<file path="src/rtl/pipe_pkg.sv">
// Shared definitions for the WISC pipeline controller: opcode constants,
// controller state encoding, instruction field layout and register-read
// decode helpers used by hazard detection.
package pipe_pkg;

    localparam int unsigned INST_W = 16;
    localparam int unsigned OP_W   = 4;

    localparam logic [OP_W-1:0] OP_LW  = 4'b1000;
    localparam logic [OP_W-1:0] OP_SW  = 4'b1001;
    localparam logic [OP_W-1:0] OP_LLB = 4'b1010;
    localparam logic [OP_W-1:0] OP_LHB = 4'b1011;
    localparam logic [OP_W-1:0] OP_BR  = 4'b1100;
    localparam logic [OP_W-1:0] OP_HLT = 4'b1111;

    typedef enum logic [1:0] {
        ST_RUN   = 2'd0,
        ST_IMISS = 2'd1,
        ST_DMISS = 2'd2,
        ST_HALT  = 2'd3
    } state_e;

    typedef struct packed {
        logic [OP_W-1:0] opcode;
        logic [3:0]      rd;
        logic [3:0]      rs;
        logic [3:0]      rt;
    } inst_t;

    // ALU ops (0000-0111), LW, SW and 1101 source rs
    function automatic logic reads_rs(input logic [OP_W-1:0] op);
        return (op <= OP_SW) || (op == 4'b1101);
    endfunction

    function automatic logic reads_rt(input logic [OP_W-1:0] op);
        return (op <= 4'b0011) || (op == 4'b0111);
    endfunction

    // SW reads store data from rd; LLB/LHB merge into the existing rd
    function automatic logic reads_rd(input logic [OP_W-1:0] op);
        return (op == OP_SW) || (op == OP_LLB) || (op == OP_LHB);
    endfunction

endpackage

</file>
<file path="src/rtl/pipe_ctrl_hazard_detect.sv">
// hazard_detect: combinational load-use detector.
// Ports: ifid_inst_i (instruction in ID), idex_inst_i (instruction in EX),
//        load_use_c_o (ID instruction reads the register an EX-stage LW writes).
module hazard_detect
    import pipe_pkg::*;
(
    input  logic [INST_W-1:0] ifid_inst_i,
    input  logic [INST_W-1:0] idex_inst_i,
    output logic              load_use_c_o
);

    inst_t id_inst;
    inst_t ex_inst;

    assign id_inst = inst_t'(ifid_inst_i);
    assign ex_inst = inst_t'(idex_inst_i);

    // R0 is an ordinary register, so no zero-register exclusion
    assign load_use_c_o = (ex_inst.opcode == OP_LW) &&
                          ((reads_rs(id_inst.opcode) && (id_inst.rs == ex_inst.rd)) ||
                           (reads_rt(id_inst.opcode) && (id_inst.rt == ex_inst.rd)) ||
                           (reads_rd(id_inst.opcode) && (id_inst.rd == ex_inst.rd)));

endmodule

</file>
<file path="src/rtl/pipe_ctrl.sv">
// pipe_ctrl: hazard/stall sequencer for the 5-stage WISC pipeline.
// Inputs : clk, rst (async active-low), ifid_inst/idex_inst, branch_taken,
//          icache_miss/icache_done, dcache_miss/dcache_done, wb_halt.
// Outputs: per-stage write enables, ifid_flush, idex_bubble (combinational
//          from state and inputs), halted, stall_cnt, tmo_err.
module pipe_ctrl
    import pipe_pkg::*;
#(
    parameter int unsigned CNT_W    = 16,
    parameter int unsigned MISS_TMO = 1023
) (
    input  logic              clk,
    input  logic              rst,
    input  logic [INST_W-1:0] ifid_inst,
    input  logic [INST_W-1:0] idex_inst,
    input  logic              branch_taken,
    input  logic              icache_miss,
    input  logic              icache_done,
    input  logic              dcache_miss,
    input  logic              dcache_done,
    input  logic              wb_halt,
    output logic              pc_write,
    output logic              ifid_write,
    output logic              ifid_flush,
    output logic              idex_write,
    output logic              idex_bubble,
    output logic              exmem_write,
    output logic              memwb_write,
    output logic              halted,
    output logic [CNT_W-1:0]  stall_cnt,
    output logic              tmo_err
);

    localparam int unsigned MC_W = (MISS_TMO < 2) ? 1 : $clog2(MISS_TMO + 1);

    state_e            state_q, state_d;
    logic [CNT_W-1:0]  stall_cnt_q, stall_cnt_d;
    logic [MC_W-1:0]   miss_cyc_q, miss_cyc_d;
    logic              tmo_err_q, tmo_err_d;
    logic              load_use;
    logic              in_miss;

    hazard_detect u_hazard (
        .ifid_inst_i  (ifid_inst),
        .idex_inst_i  (idex_inst),
        .load_use_c_o (load_use)
    );

    // State and counter registers
    always_ff @(posedge clk or negedge rst) begin
        if (!rst) begin
            state_q     <= ST_RUN;
            stall_cnt_q <= '0;
            miss_cyc_q  <= '0;
            tmo_err_q   <= 1'b0;
        end else begin
            state_q     <= state_d;
            stall_cnt_q <= stall_cnt_d;
            miss_cyc_q  <= miss_cyc_d;
            tmo_err_q   <= tmo_err_d;
        end
    end

    // Next state and pipeline controls
    always_comb begin
        state_d     = state_q;
        pc_write    = 1'b1;
        ifid_write  = 1'b1;
        ifid_flush  = 1'b0;
        idex_write  = 1'b1;
        idex_bubble = 1'b0;
        exmem_write = 1'b1;
        memwb_write = 1'b1;
        halted      = 1'b0;

        case (state_q)
            ST_RUN: begin
                if (wb_halt) begin
                    // this cycle still advances so the HLT retires
                    state_d = ST_HALT;
                end else if (dcache_miss) begin
                    state_d     = ST_DMISS;
                    pc_write    = 1'b0;
                    ifid_write  = 1'b0;
                    idex_write  = 1'b0;
                    exmem_write = 1'b0;
                    memwb_write = 1'b0;
                end else if (load_use) begin
                    pc_write    = 1'b0;
                    ifid_write  = 1'b0;
                    idex_bubble = 1'b1;
                end else if (icache_miss) begin
                    state_d    = ST_IMISS;
                    pc_write   = 1'b0;
                    ifid_flush = 1'b1;
                end else if (branch_taken) begin
                    ifid_flush = 1'b1;
                end
            end
            ST_DMISS: begin
                pc_write    = 1'b0;
                ifid_write  = 1'b0;
                idex_write  = 1'b0;
                exmem_write = 1'b0;
                memwb_write = 1'b0;
                if (dcache_done) begin
                    state_d = icache_miss ? ST_IMISS : ST_RUN;
                end
            end
            ST_IMISS: begin
                if (dcache_miss) begin
                    state_d     = ST_DMISS;
                    pc_write    = 1'b0;
                    ifid_write  = 1'b0;
                    idex_write  = 1'b0;
                    exmem_write = 1'b0;
                    memwb_write = 1'b0;
                end else if (load_use) begin
                    // hold the stalled instruction in ID rather than flushing it
                    pc_write    = 1'b0;
                    ifid_write  = 1'b0;
                    idex_bubble = 1'b1;
                    if (icache_done) state_d = ST_RUN;
                end else if (branch_taken) begin
                    // redirect; the fill in flight was for the old path
                    ifid_flush = 1'b1;
                end else begin
                    pc_write   = 1'b0;
                    ifid_flush = 1'b1;
                    if (icache_done) state_d = ST_RUN;
                end
            end
            ST_HALT: begin
                pc_write    = 1'b0;
                ifid_write  = 1'b0;
                idex_write  = 1'b0;
                exmem_write = 1'b0;
                memwb_write = 1'b0;
                halted      = 1'b1;
            end
            default: state_d = ST_RUN;
        endcase
    end

    assign in_miss = (state_q == ST_IMISS) || (state_q == ST_DMISS);

    // Stall counter, miss-duration counter and sticky timeout
    always_comb begin
        stall_cnt_d = stall_cnt_q;
        miss_cyc_d  = '0;
        tmo_err_d   = tmo_err_q;

        if (!pc_write && (state_q != ST_HALT) && (stall_cnt_q != '1)) begin
            stall_cnt_d = stall_cnt_q + CNT_W'(1);
        end

        if (in_miss) begin
            miss_cyc_d = miss_cyc_q;
            if (32'(miss_cyc_q) < MISS_TMO) begin
                miss_cyc_d = miss_cyc_q + MC_W'(1);
            end
            if ((MISS_TMO != 0) && ((32'(miss_cyc_q) + 32'd1) >= MISS_TMO)) begin
                tmo_err_d = 1'b1;
            end
        end
    end

    assign stall_cnt = stall_cnt_q;
    assign tmo_err   = tmo_err_q;

endmodule

</file>
<file path="config.mk">
export PLATFORM = sky130hd
export DESIGN_NAME = pipe_ctrl
export DESIGN_NICKNAME = d
export VERILOG_FILES = /design/src/rtl/pipe_pkg.sv /design/src/rtl/pipe_ctrl_hazard_detect.sv /design/src/rtl/pipe_ctrl.sv
export SDC_FILE = /design/constraint.sdc
export NUM_CORES = 1
export LEC_CHECK = 0
export CORE_MARGIN = 1
export CORE_UTILIZATION = 41
export CTS_CLUSTER_DIAMETER = 80
export DETAILED_ROUTE_END_ITERATION = 12
export PLACE_DENSITY_LB_ADDON = 0.25
export SYNTH_ARGS = -nofsm -noshare
export SYNTH_HDL_FRONTEND = slang
export SYNTH_HIERARCHICAL = 1
export SYNTH_SLANG_ARGS = --single-unit
</file>
<file path="constraint.sdc">
create_clock -name clk -period 2.5 [get_ports clk]
set_clock_uncertainty 0.2 [all_clocks]
set_input_delay 0.5 -clock clk [delete_from_list [all_inputs] [get_ports clk]]
set_output_delay 0.5 -clock clk [all_outputs]
set_load 0.01 [all_outputs]
</file>
Yosys cells after proc, flatten, opt, wreduce, memory -nomap -nowiden:

Cells that the tools add are included.

* register bits: 29
* input port bits: 40
* output and inout bits: 25
* logic and storage cells: 87

* add/sub/neg operators: 3
* reductions and logical operators: 19
* magnitude comparators: 4
* mux-type cells: 38
* eq/ne operators: 19

Operators with widths (number)
* $mux 1: 21
* $eq 4x4->1 const B: 5
* $mux 10: 2
* $mux 2: 9
* $add 16x1->16 const B: 1
* $ne 16x16->1 const B: 1
* $eq 4x4->1: 3
* $ne 4x4->1 const B: 3
* $add 10x1->11 const B: 1
* $ge 11x10->1 const B: 1
* $add 10x1->10 const B: 1
* $lt 10x10->1 const B: 1
* $pmux 1 s3: 3
* $logic_or 1x1->1: 7
* $logic_and 1x1->1: 6
* $pmux 2 s3: 1
* $reduce_and 5->1: 1
* $eq 2x2->1 const B: 2
* $eq 4x3->1 const B: 1
* $le 4x2->1 const B: 1
* $le 4x4->1 const B: 1
* $ne 2x2->1 const B: 2
* $pmux 1 s2: 2
* $reduce_bool 3->1: 1
* other kinds (6): 6

Longest topological paths before layout:

Gate-level depths: netlist (run 1).

* depth after elaboration: 13
* depth in mapped cells: 11
* gate-level depth less buffers: 9

By module:

The synthesis (run 1) kept the hierarchy.

Modules (own cells, without submodules)
* pipe_ctrl: area each 1824.2 um^2, cells each 180, times used 1, seq. area each 725.7 um^2
* hazard_detect: area each 190.2 um^2, cells each 26, times used 1, seq. area each 0.0 um^2

Least setup slack after synthesis (run 1):

OpenSTA, ideal clock, no wires.

* path kind: input to register
* start: input idex_inst[8]
* end: register stall_cnt_q[10] (netlist: stall_cnt[10])
* stages on the path: 10
* path buffers: 1
* library setup time: 0.125 ns
* setup slack: -0.205 ns
* data required time: 2.175 ns
* arrival time: 2.380 ns
* path through: xor2_1 > nor4b_1 > nand4_1 > nand3_1 > nor3_2 > o21ai_2 > or3b_1 > buf_6 > nor3_1 > mux2_2

* cells in the longest elaborated chain, start to end: 12
* elaborated cells on any way between the ends: 18
* those cells by class: eq/ne (3); mux (6); reduce/logical (9)

Ends and longest elaborated chain
* start, declared: RTL line pipe_ctrl.sv:15 `input logic [INST_W-1:0] idex_inst,`
* $eq 4x4->1 (on tied branches): RTL line pipe_ctrl_hazard_detect.sv:20, pipe_ctrl_hazard_detect.sv:21
* $logic_and 1x1->1 (on tied branches): RTL line pipe_ctrl_hazard_detect.sv:20, pipe_ctrl_hazard_detect.sv:21
* $logic_or 1x1->1: RTL line pipe_ctrl_hazard_detect.sv:20 `((reads_rs(id_inst.opcode) && (id_inst.rs == ex_inst.rd)) ||`
* $logic_or 1x1->1 (*): RTL line pipe_ctrl_hazard_detect.sv:21 `(reads_rt(id_inst.opcode) && (id_inst.rt == ex_inst.rd)) ||`
* $logic_and 1x1->1 (*): RTL line pipe_ctrl_hazard_detect.sv:19 `assign load_use_c_o = (ex_inst.opcode == OP_LW) &&`
* via load_use: RTL line pipe_ctrl.sv:40 `logic load_use;`
* $mux 1: RTL line pipe_ctrl.sv:88 `end else if (load_use) begin`
* $mux 1: RTL line pipe_ctrl.sv:81 `end else if (dcache_miss) begin`
* $mux 1: RTL line pipe_ctrl.sv:78 `if (wb_halt) begin`
* $pmux 1 s3 (*): RTL line pipe_ctrl.sv:76 `case (state_q)`
* $logic_not 1->1 (*): RTL line pipe_ctrl.sv:153 `if (!pc_write && (state_q != ST_HALT) && (stall_cnt_q != '1)) begin`
* $logic_and 1x1->1 (*) (2 in series): RTL line pipe_ctrl.sv:153
* end signal, assigned: RTL line pipe_ctrl.sv:58 `stall_cnt_q <= stall_cnt_d;`
* end, declared: RTL line pipe_ctrl.sv:37 `logic [CNT_W-1:0] stall_cnt_q, stall_cnt_d;`

Mark *: on every way through the listed nets, which the timed path passes. The rest lies on a longest branch.
A chain may end at the register's enable or synchronous reset.

Worst setup path in the final report (run 1):

* start: input ifid_inst[15]
* end: output ifid_write

* cells in the longest elaborated chain, start to end: 10
* elaborated cells on any way between the ends: 21
* those cells by class: order compare (2); eq/ne (5); mux (4); reduce/logical (10)

Ends and longest elaborated chain
* start, declared: RTL line pipe_ctrl.sv:14 `input logic [INST_W-1:0] ifid_inst,`
* $le 4x4->1, or another cell as far along: RTL line pipe_pkg.sv:32 `return (op <= OP_SW) || (op == 4'b1101);`
* $logic_or 1x1->1 (on tied branches): RTL line pipe_pkg.sv:32, pipe_pkg.sv:36, pipe_pkg.sv:41
* $logic_and 1x1->1, or another cell as far along: RTL line pipe_ctrl_hazard_detect.sv:20
* $logic_or 1x1->1 or $logic_and 1x1->1 (tied branches): RTL line pipe_ctrl_hazard_detect.sv:20, pipe_ctrl_hazard_detect.sv:22
* $logic_or 1x1->1 (*): RTL line pipe_ctrl_hazard_detect.sv:21
* $logic_and 1x1->1 (*): RTL line pipe_ctrl_hazard_detect.sv:19
* via load_use: RTL line pipe_ctrl.sv:40
* $mux 1 (*): RTL line pipe_ctrl.sv:88, pipe_ctrl.sv:118
* $mux 1 (*)
* $mux 1: RTL line pipe_ctrl.sv:78
* $pmux 1 s3 (*): RTL line pipe_ctrl.sv:76
* end, declared: RTL line pipe_ctrl.sv:23 `output logic ifid_write,`

Marks and branches as above.

==> flow_metrics.tcl, run 1 <==
set metrics [dict create \
    die_w_um 72.10 \
    synthMuxAreaShare_pct 2.671 \
    row_count 25 \
    dpl.cell_count 337 \
    final.fill_count 393 \
    grt_pass1_wl_mm 8.017 \
    dr.pass1.iters 4 \
    finalSetupViolations 15 \
    grt_setup_unrepaired "true" \
    maxSlewViolCount 0 \
    end_kind "primary output" \
    htreeDepth 2 \
    vdd_drop_max_uv 543.0 \
    stdcell_count 354 \
    yosys-top-cells-area "dfrtp_1 (36%), xor2_1 (12%), nor4_4 (6.3%)" \
    period_share_pct 105.8 \
    root_buffer "clkbuf_8" \
    ys_seq_area_share_pct 36.02 \
    total_power_w 0.002809 \
    core-area_sq_um 4723 \
    synthCells 206 \
    drive_gt1_share_pct 31.71 \
    synth_top_area_share_pct 36.02 \
    clkTransAtPathRegs_ns 0.06 \
    synthFlopType "dfrtp_1" \
    syn_area_sq_um 2014 \
    first_iter_violations 75 \
    syn_avg_cell_area_sq_um 9.779 \
    leakagePower_nw 1.319 \
    antenna_found_initial 0 \
    finalHoldViolations 0 \
    start_kind "input port" \
    drc 0 \
    clk_latency_ns 0.28 \
    wl_per_cell_um 13.55 \
    fp.dieH_um 72.10 \
    dpl.hpwl_mm 3.330 \
    synthSimpleGateAreaFrac_pct 28.01 \
    synth_adder_area_share_pct 4.348 \
    wirelength_mm 4.797 \
    area_growth_pct 50.93 \
    cts_tree "yes" \
    start_util_pct 42.65 \
    die_area_sq_um 5198 \
    fin_nets 334 \
    io_pins 65 \
    yosysTopAreaCell "dfrtp_1" \
    cts_buffer_depth 2 \
    cts_buffers 5 \
    slew_headroom_pct 75.05 \
    hp-class "reg2reg" \
    synth_top_family_by_area "simple AND/OR/NAND/NOR gates" \
    critical_path_class "in2out" \
    io_buffers 56 \
    fin_setup_tns_ns -0.9998 \
    outcome "complete, but fails checks" \
    synth-compound-area-share_pct 10.56 \
    grt_overflow 0 \
    track_usage_pct 19.78 \
    crit_fanout 5 \
    cts.sinks 29 \
    p_per_area_nw_per_um2 924.0 \
    max_slew.worst_pin.slew_ns 0.3743 \
    synthXorXnorAreaFrac_pct 13.48 \
    num_vias 1831 \
    ys_warn_count 6 \
    synth_seq_cells 29 \
    required_ns 1.80 \
    ant_nets 0 \
    utilization_pct 64.37 \
    async_flop_share_pct 100.0 \
    first_global_vias 1735 \
    ys_types 43 \
    worst_slack_ns -0.1456 \
    antenna_cells 0 \
    period_needed_ns 2.646 \
    worstPathArrival_ns 1.95 \
    syn_nets 253 \
    violations "negative setup slack" \
    timing.max_cap.violations 0 \
    gp_congestion 0.8569 \
    grt_max_degree 30 \
    rr_worst_depth 8 \
    hold_depth 1 \
    vias_per_cell 5.172 \
    fmax_ghz 0.3780 \
    synth_edf_count 0 \
]
-- logic make-up after synthesis --
family | after synthesis
AO/OA/AOI/OAI | 32
XOR/XNOR | 31
adder cells (fa/ha/maj) | 7
buffers and inverters | 16
flip-flops | 29
multiplexers | 5
AND/OR/NAND/NOR | 86
-- power breakdown --
part | internal (W) | total (W) | leakage, nW | switching (W)
combinational | 0.000853 | 0.00163 | 0.916 | 0.000776
sequential | 0.000607 | 0.000788 | 0.358 | 0.000181
clock | 0.000218 | 0.000393 | 0.0443 | 0.000175
total | 0.00168 | 0.00281 | 1.32 | 0.00113
-- synth_stat cells (all sizes together) (2+ instances only) --
library cell and instances:
nand4 6, nand3 13, nor2b 2, a21boi 5, nor4b 4, buf 6, a31oi 3, clkbuf 2
xor2 27, dfrtp 29, inv 8, mux2i 2, ha 7, nor3 9, and3 3, and4 2
nand2 17, or2 2, nor3b 2, o21ai 7, mux2 3, nor2 11, xnor2 4, o21a 4
nor4 10, o211a 2, a21oi 6
-- cells in the final DEF (no fill, tap or decap), types with 5 or more instances in the layout --
cell             instances
a21boi_0                 5
clkdlybuf4s50_1         25
nand3_1                 12
nor2_1                   9
nor4_4                   6
xor2_1                  26
buf_4                   17
inv_1                    8
nand2_1                 17
o21ai_0                  5
buf_6                   12
ha_1                     5
a21oi_1                  6
clkbuf_8                 6
nor3_4                   5
dfrtp_1                 29
buf_2                   17
nand4_1                  6
-- what timing repair did --
item                       in CTS  in global routing
hold buffers                    0                  0
setup endpoints to repair      24                 22
gates resized for setup       131                  4
gates cloned                    1                  0
hold endpoints to repair        0                  0
setup buffers                   9                  1
pin swaps                      32                  4
-- sequential cells by signal (all words and copies together) (netlist names) --
register and cells:
state_q 2, tmo_err 1, miss_cyc_q 10, stall_cnt 16
-- layer usage --
metal	vias to the layer above	GRT usage [%]	wire length, um
li1	897	-	-
met2	52	31.15	2219
met5	-	0	0
met4	0	4.793	57
met1	873	27.62	2271
met3	9	4.583	249
-- worst paths after layout --
kind,startpoint,end,slack [ns]
max,ifid_inst[15],ifid_write,-0.15
min,stall_cnt[6],stall_cnt[6],0.28
max reg2reg,state_q[1],stall_cnt[10],0.29
min reg2reg,stall_cnt[6],stall_cnt[6],0.28
max in group asynchronous,rst,stall_cnt[13],1.42
min in group asynchronous,rst,stall_cnt[3],0.40
-- cell type report --
| cell class | count | area (sq um) | share of cell area (%) |
|---|---|---|---|
| clock buffers | 7 | 86.33 | 2.840 |
| inverters | 8 | 30.03 | 0.9877 |
| multi-input cells | 161 | 1383 | 45.47 |
| flip-flops and latches | 29 | 725.7 | 23.87 |
| well taps | 67 | 83.83 | 2.757 |
| repair buffers | 82 | 732.0 | 24.07 |
-- worst max-delay path: stages --
cell	delay [ns]
clkdlybuf4s15_1	0.20
nor4b_4	0.14
nand4_1	0.10
nand3_2	0.14
buf_6	0.15
buf_6	0.10
buf_6	0.10
buf_6	0.11
o31ai_4	0.21
buf_2	0.17
-- stage by stage --
stage               cell area (sq um)  worst slack (ns)  hold slack [ns]
floorplan                        2112          -0.06055         0.004409
global placement                 2825           -0.7993           0.2707
detailed placement               2825           -0.8486           0.2813
CTS                              3030           -0.1069           0.2918
global route                     3040           -0.2077           0.3188
finish                           3040           -0.1456           0.2823
Power figures use the tool's default switching activity.
==> inputs of run 2 (changes only) <==
--- a/config.mk
+++ b/config.mk
@@ -5,10 +5,12 @@
 export SDC_FILE = /design/constraint.sdc
 export NUM_CORES = 1
 export LEC_CHECK = 0
-export CORE_MARGIN = 1
+export ABC_AREA = 1
+export CORE_MARGIN = 3
 export CORE_UTILIZATION = 41
 export CTS_CLUSTER_DIAMETER = 80
 export DETAILED_ROUTE_END_ITERATION = 12
+export HOLD_SLACK_MARGIN = 0.15
 export PLACE_DENSITY_LB_ADDON = 0.25
 export SYNTH_ARGS = -nofsm -noshare
 export SYNTH_HDL_FRONTEND = slang
==> run 2 against run 1 <==
Against the previous run:
- the flow now finishes without violations
- global-route usage decreased by 1.2 points
- worst hold slack improved by 0.079 ns
- clock power increased by 31%
- die area increased by 23%
- sequential power decreased by 9.4%
- combinational power decreased by 7%
- synthesized area increased by 11%
- critical path depth increased by 4
- design area increased by 3.5%
- sequential share of layout area decreased by 0.80 points
- register-to-register slack got worse by 0.06 ns
- worst setup slack improved by 0.17 ns
- largest power group unchanged
==> flow_metrics.tcl, run 2 <==
set metrics [dict create \
    outcome "complete, no violations" \
    area_growth_pct 40.53 \
    hp-class "reg2reg" \
    dpl.hpwl_mm 4.382 \
    max_slew.worst_pin.slew_ns 0.3734 \
    root_buffer "clkbuf_8" \
    fmax_ghz 0.4034 \
    drive_gt1_share_pct 22.90 \
    worst_slack_ns 0.02084 \
    final_common_cell "nand2_1" \
    crit_slowest_cell "buf_2" \
    io_buffers 56 \
    async_flop_share_pct 100.0 \
    vias_per_cell 4.769 \
    io_pins 65 \
    ant_nets 0 \
    antenna_found_initial 0 \
    finalInstanceArea_sq_um 3146 \
    start_kind "input port" \
    grt_pass1_wl_mm 9.473 \
    critical_path_class "in2out" \
    start_util_pct 43.00 \
    dp_slack_ns -0.8018 \
    gp_congestion 0.8818 \
    synthCells 344 \
    dr.pass1.iters 4 \
    core-area_sq_um 5205 \
    required_ns 1.80 \
    placed_area_sq_um 2954 \
    fp.dieH_um 79.89 \
    final.fill_count 493 \
    ys_warn_count 6 \
    grt_max_degree 30 \
    largest_reg_flops 16 \
    clkTransAtPathRegs_ns 0.07 \
    seq_power_share_pct 26.0 \
    period_share_pct 99.17 \
    p_per_area_nw_per_um2 872.9 \
    p_comb_share_pct 55.3 \
    synth_seq_cells 29 \
    syn_nets 391 \
    crit_fanout 3 \
    synthFlopType "dfrtp_1" \
    grt_setup_unrepaired "true" \
    finalSetupViolations 0 \
    utilization_pct 60.43 \
    power.share.clock_pct 18.7 \
    worstPathArrival_ns 1.78 \
    wirelength_mm 5.857 \
    power.internal_w 0.001587 \
    cts_buffer_depth 2 \
    vdd_drop_max_uv 712.2 \
    fin_nets 474 \
    clk_latency_ns 0.29 \
    cts.sinks 29 \
    leakagePower_nw 1.565 \
    timing.max_cap.violations 0 \
    mostFrequentLayoutCells "nand2_1 (110), inv_1 (42), nor2_1 (35)" \
    antenna_cells 0 \
    die_area_sq_um 6382 \
    slew_headroom_pct 75.11 \
    drc 0 \
    row_count 26 \
    ys_seq_area_share_pct 32.42 \
    p_sw_share_pct 42.22 \
    maxSlewViolCount 0 \
    first_iter_violations 76 \
    htreeDepth 2 \
    ys_types 31 \
    syn_avg_cell_area_sq_um 6.507 \
    yosys-top-cells-area "dfrtp_1 (32%), nand2_1 (19%), inv_1 (8.2%)" \
    p_switching_w 0.001159 \
    yosysTopAreaCell "dfrtp_1" \
    wl_per_cell_um 11.76 \
    cpMostUsedCell "buf_6" \
    grt_overflow 0 \
    yosys-top-cells-count "nand2_1 (116), inv_1 (49), nor2_1 (40)" \
    synth_top_area_share_pct 32.42 \
    synth_edf_count 0 \
    first_global_vias 2159 \
    finalHoldViolations 0 \
    track_usage_pct 18.57 \
    synth_most_common_cell "nand2_1" \
    path_cells "buf_6, buf_6, nand2_2, nand2_2, nor2_2, nand3_1, nand3_1, nand2_1, inv_2, nor2_4, buf_6, o21ai_2, o21ai_2, buf_2" \
    cts_buffers 5 \
    die_w_um 79.89 \
    syn_area_sq_um 2238 \
    end_kind "primary output" \
    critical-path-max-stage-delay_ns 0.14 \
    period_needed_ns 2.479 \
    cts_tree "yes" \
    num_vias 2375 \
]
==> run 2: logic make-up (layout without fill, tap and decap cells) <==
group | after synthesis | after routing | synth area share, %
simple gates | 203 | 203 | 38.46
buf+inv | 58 | 142 | 11.12
compound gates | 33 | 33 | 8.608
flops | 29 | 29 | 32.42
xor+xnor | 14 | 14 | 5.478
fa+ha+maj | 7 | 7 | 3.913
==> run 2: area by class of cell <==
type,instances,area [sq um],share of cell area (%)
repair inverters,2,17.52,0.5569
flip-flops and latches,29,725.7,23.07
repair buffers,79,643.1,20.45
well taps,70,87.58,2.784
clock inverters,1,30.03,0.9547
clock buffers,7,86.33,2.745
inverters,53,211.5,6.722
multi-input cells,257,1344,42.72
==> run 2: repair_timing <==
action / in CTS / in global routing
hold buffers: 0 / 0
pin swaps: 19 / 29
resized for setup: 65 / 69
buffers inserted: 8 / 1
cloned: 0 / 2
endpoints found under the setup margin: 17 / 22
==> run 2: path summary, 6_finish.rpt <==
path	startpoint	endpoint	slack, ns	cells after the start
max in group asynchronous	rst	miss_cyc_q[6]	1.41	2
min	stall_cnt[15]	stall_cnt[15]	0.36	2
max reg2reg	state_q[0]	stall_cnt[8]	0.23	14
min reg2reg	stall_cnt[15]	stall_cnt[15]	0.36	2
max	idex_inst[9]	ifid_write	0.02	14
min in group asynchronous	rst	stall_cnt[3]	0.41	2
==> run 2: power by group through the flow <==
stage                     Clock [W]  Combinational [W]  Sequential (W)
after floorplan                   0           0.000822        0.000727
after global placement            0            0.00137        0.000716
after detailed placement          0            0.00138        0.000722
after CTS                  0.000523            0.00142        0.000714
after global routing       0.000545            0.00167        0.000733
final                      0.000513            0.00152        0.000714
==> run 2: metrics by stage <==
| stage | hold WS (ns) | TNS (ns) | power (W) | std cells |
|---|---|---|---|---|
| 3_5_place_dp | 0.3539 | -8.550 | 0.002105 | 480 |
| 6_report | 0.3616 | 0 | 0.002746 | 498 |
| 4_1_cts | 0.3675 | 0 | 0.002652 | 496 |
| 2_1_floorplan | 0.004409 | 0 | 0.001549 | 344 |
| 5_1_grt | 0.3940 | -0.06091 | 0.002952 | 498 |
| 3_3_place_gp | 0.3457 | -7.645 | 0.002082 | 480 |
==> run 2: critical path, delay by kind of cell <==
kind / cells / cell delay, ns
AOI/OAI and AO/OA: 2 / 0.20
buffers and inverters: 5 / 0.57
and+or+nand+nor: 7 / 0.49
==> run 2: metal layers <==
| metal | track usage (%) | vias up | routed length (um) |
|---|---|---|---|
| li1 | - | 1236 | - |
| met1 | 22.63 | 1068 | 2566 |
| met2 | 32.62 | 62 | 2934 |
| met3 | 3.273 | 9 | 270 |
| met4 | 6.419 | 0 | 85 |
| met5 | 0 | - | 0 |
==> inputs of run 3 (changes only) <==
--- a/config.mk
+++ b/config.mk
@@ -8,6 +8,7 @@
 export ABC_AREA = 1
 export CORE_MARGIN = 3
 export CORE_UTILIZATION = 41
+export CTS_BUF_LIST = sky130_fd_sc_hd__clkbuf_8 sky130_fd_sc_hd__clkbuf_16
 export CTS_CLUSTER_DIAMETER = 80
 export DETAILED_ROUTE_END_ITERATION = 12
 export HOLD_SLACK_MARGIN = 0.15
==> run 3 against run 2 <==
Against the previous run:
- core utilization is the same
- count of clock-buffer cells in the layout shrank 1
- die area is the same
- clock power shrank 0.8%
- worst hold slack is essentially flat
- combinational power is essentially flat
- total power shrank 0.11%
- critical path type unchanged
- largest cell class unchanged
==> flow_metrics.tcl, run 3 (synthesized netlist as in run 2, its figures left out) <==
set metrics [dict create \
    outcome "complete, no violations" \
    die_area_sq_um 6382 \
    wirelength_mm 5.860 \
    m1WireLength_mm 2.565 \
    drive_gt1_share_pct 22.90 \
    finalHoldViolations 0 \
    start_kind "input port" \
    utilization_pct 60.43 \
    critical_path_class "in2out" \
    critical-path-max-stage-delay_ns 0.14 \
    crit_fanout 3 \
    drc 0 \
    area_growth_pct 40.53 \
    final_common_cell "nand2_1" \
    first_iter_violations 76 \
    antenna_cells 0 \
    cts_buffer_depth 2 \
    clkTransAtPathRegs_ns 0.07 \
    cpMostUsedCell "buf_6" \
    grt_overflow 0 \
    fin_setup_tns_ns 0 \
    vdd_drop_max_uv 712.3 \
    maxSlewViolCount 0 \
    total_power_w 0.002743 \
    slew_headroom_pct 75.10 \
    worstPathArrival_ns 1.78 \
    path_cells "buf_6, buf_6, nand2_2, nand2_2, nor2_2, nand3_1, nand3_1, nand2_1, inv_2, nor2_4, buf_6, o21ai_2, o21ai_2, buf_2" \
    period_needed_ns 2.479 \
    io_pins 65 \
    p_per_area_nw_per_um2 871.9 \
    dpl.hpwl_mm 4.382 \
    top_layer_used "met4" \
    end_kind "primary output" \
    root_buffer "clkbuf_8" \
    cts_buffers 5 \
    max_slew.worst_pin.slew_ns 0.3735 \
    grt_pass1_wl_mm 9.473 \
    htreeDepth 2 \
    leakagePower_nw 1.569 \
    track_usage_pct 18.57 \
    r2r_slack_ns 0.23 \
    fin_nets 474 \
    crit_slowest_cell "buf_2" \
    final.fill_count 493 \
    hp-class "reg2reg" \
    vias_per_cell 4.765 \
    wl_per_cell_um 11.77 \
    first_global_vias 2159 \
    period_share_pct 99.17 \
    dr.pass1.iters 4 \
    cts.sinks 29 \
    required_ns 1.80 \
    clk_latency_ns 0.29 \
    start_util_pct 43.00 \
    gp_congestion 0.8818 \
    fmax_ghz 0.4034 \
    largest_reg_flops 16 \
    num_vias 2373 \
    timing.max_cap.violations 0 \
    antenna_found_initial 0 \
    core-area_sq_um 5205 \
    met2RoutedLength_mm 2.932 \
    finalSetupViolations 0 \
    cpLargestDelayFamily "buffers and inverters" \
    mostFrequentLayoutCells "nand2_1 (110), inv_1 (43), nor2_1 (35)" \
    critical_path_buf_inv_count 5 \
    ant_nets 0 \
    grt_max_degree 30 \
    wl_met3_um 277 \
    fp.dieH_um 79.89 \
    io_buffers 56 \
    die_w_um 79.89 \
    grt_setup_unrepaired "true" \
    cts_tree "yes" \
    row_count 26 \
    hold_ws_ns 0.3616 \
]
==> run 3: changes by cell type in the layout (fill, tap and decap cells not counted), sizes merged <==
cell | previous run | this run
clkbuf | 24 | 23
inv | 54 | 55
==> run 3: report_power, final <==
part           leakage, nW  switching (W)  internal (W)
Clock               0.0626       0.000188      0.000321
Sequential           0.389       0.000133      0.000581
Combinational         1.12       0.000839      0.000681
Total                 1.57        0.00116       0.00158
==> run 3: final cells by class <==
cell class,count,area (sq um),share of cell area [%]
sequential,29,725.7,23.07
tap,70,87.58,2.784
timing repair buffer,79,643.1,20.45
inverter,53,211.5,6.722
multi-input combinational,257,1344,42.72
clock inverter,2,33.78,1.074
clock buffer,6,82.58,2.625
timing repair inverter,2,17.52,0.5569
==> run 3: per-layer routing <==
layer,up-vias,global-route usage [%]
met2,62,32.62
met5,-,0
li1,1236,-
met3,9,3.273
met4,0,6.419
met1,1066,22.63
==> run 3: worst min-delay path, stage by stage, from the launching register on <==
cell and delay [ns]:
dfrtp_1 0.41, nand2_1 0.07, nand2_1 0.05
==> run 3: final timing paths <==
| kind | startpoint | depth (start not counted) | endpoint |
|---|---|---|---|
| worst max register to register | state_q[0] | 14 | stall_cnt[8] |
| worst min register to register | stall_cnt[15] | 2 | stall_cnt[15] |
| min in group asynchronous | rst | 2 | stall_cnt[3] |
| worst max-delay path | idex_inst[9] | 14 | ifid_write |
| max in group asynchronous | rst | 2 | miss_cyc_q[6] |
| worst min-delay path | stall_cnt[15] | 2 | stall_cnt[15] |
==> run 3: timing repair <==
action,4_1_cts,5_1_grt
resized for setup,65,69
buffers inserted,8,1
hold buffers,0,0
cloned,0,2
setup endpoints to repair,17,22
pin swaps,19,29
==> run 3: through the flow <==
stage / cells / worst slack [ns] / area (sq um)
2_1_floorplan: 344 / 0.3721 / 2238
3_3_place_gp: 480 / -0.7564 / 2954
3_5_place_dp: 480 / -0.8018 / 2954
4_1_cts: 496 / 0.001752 / 3126
5_1_grt: 498 / -0.04828 / 3146
6_report: 498 / 0.02084 / 3146
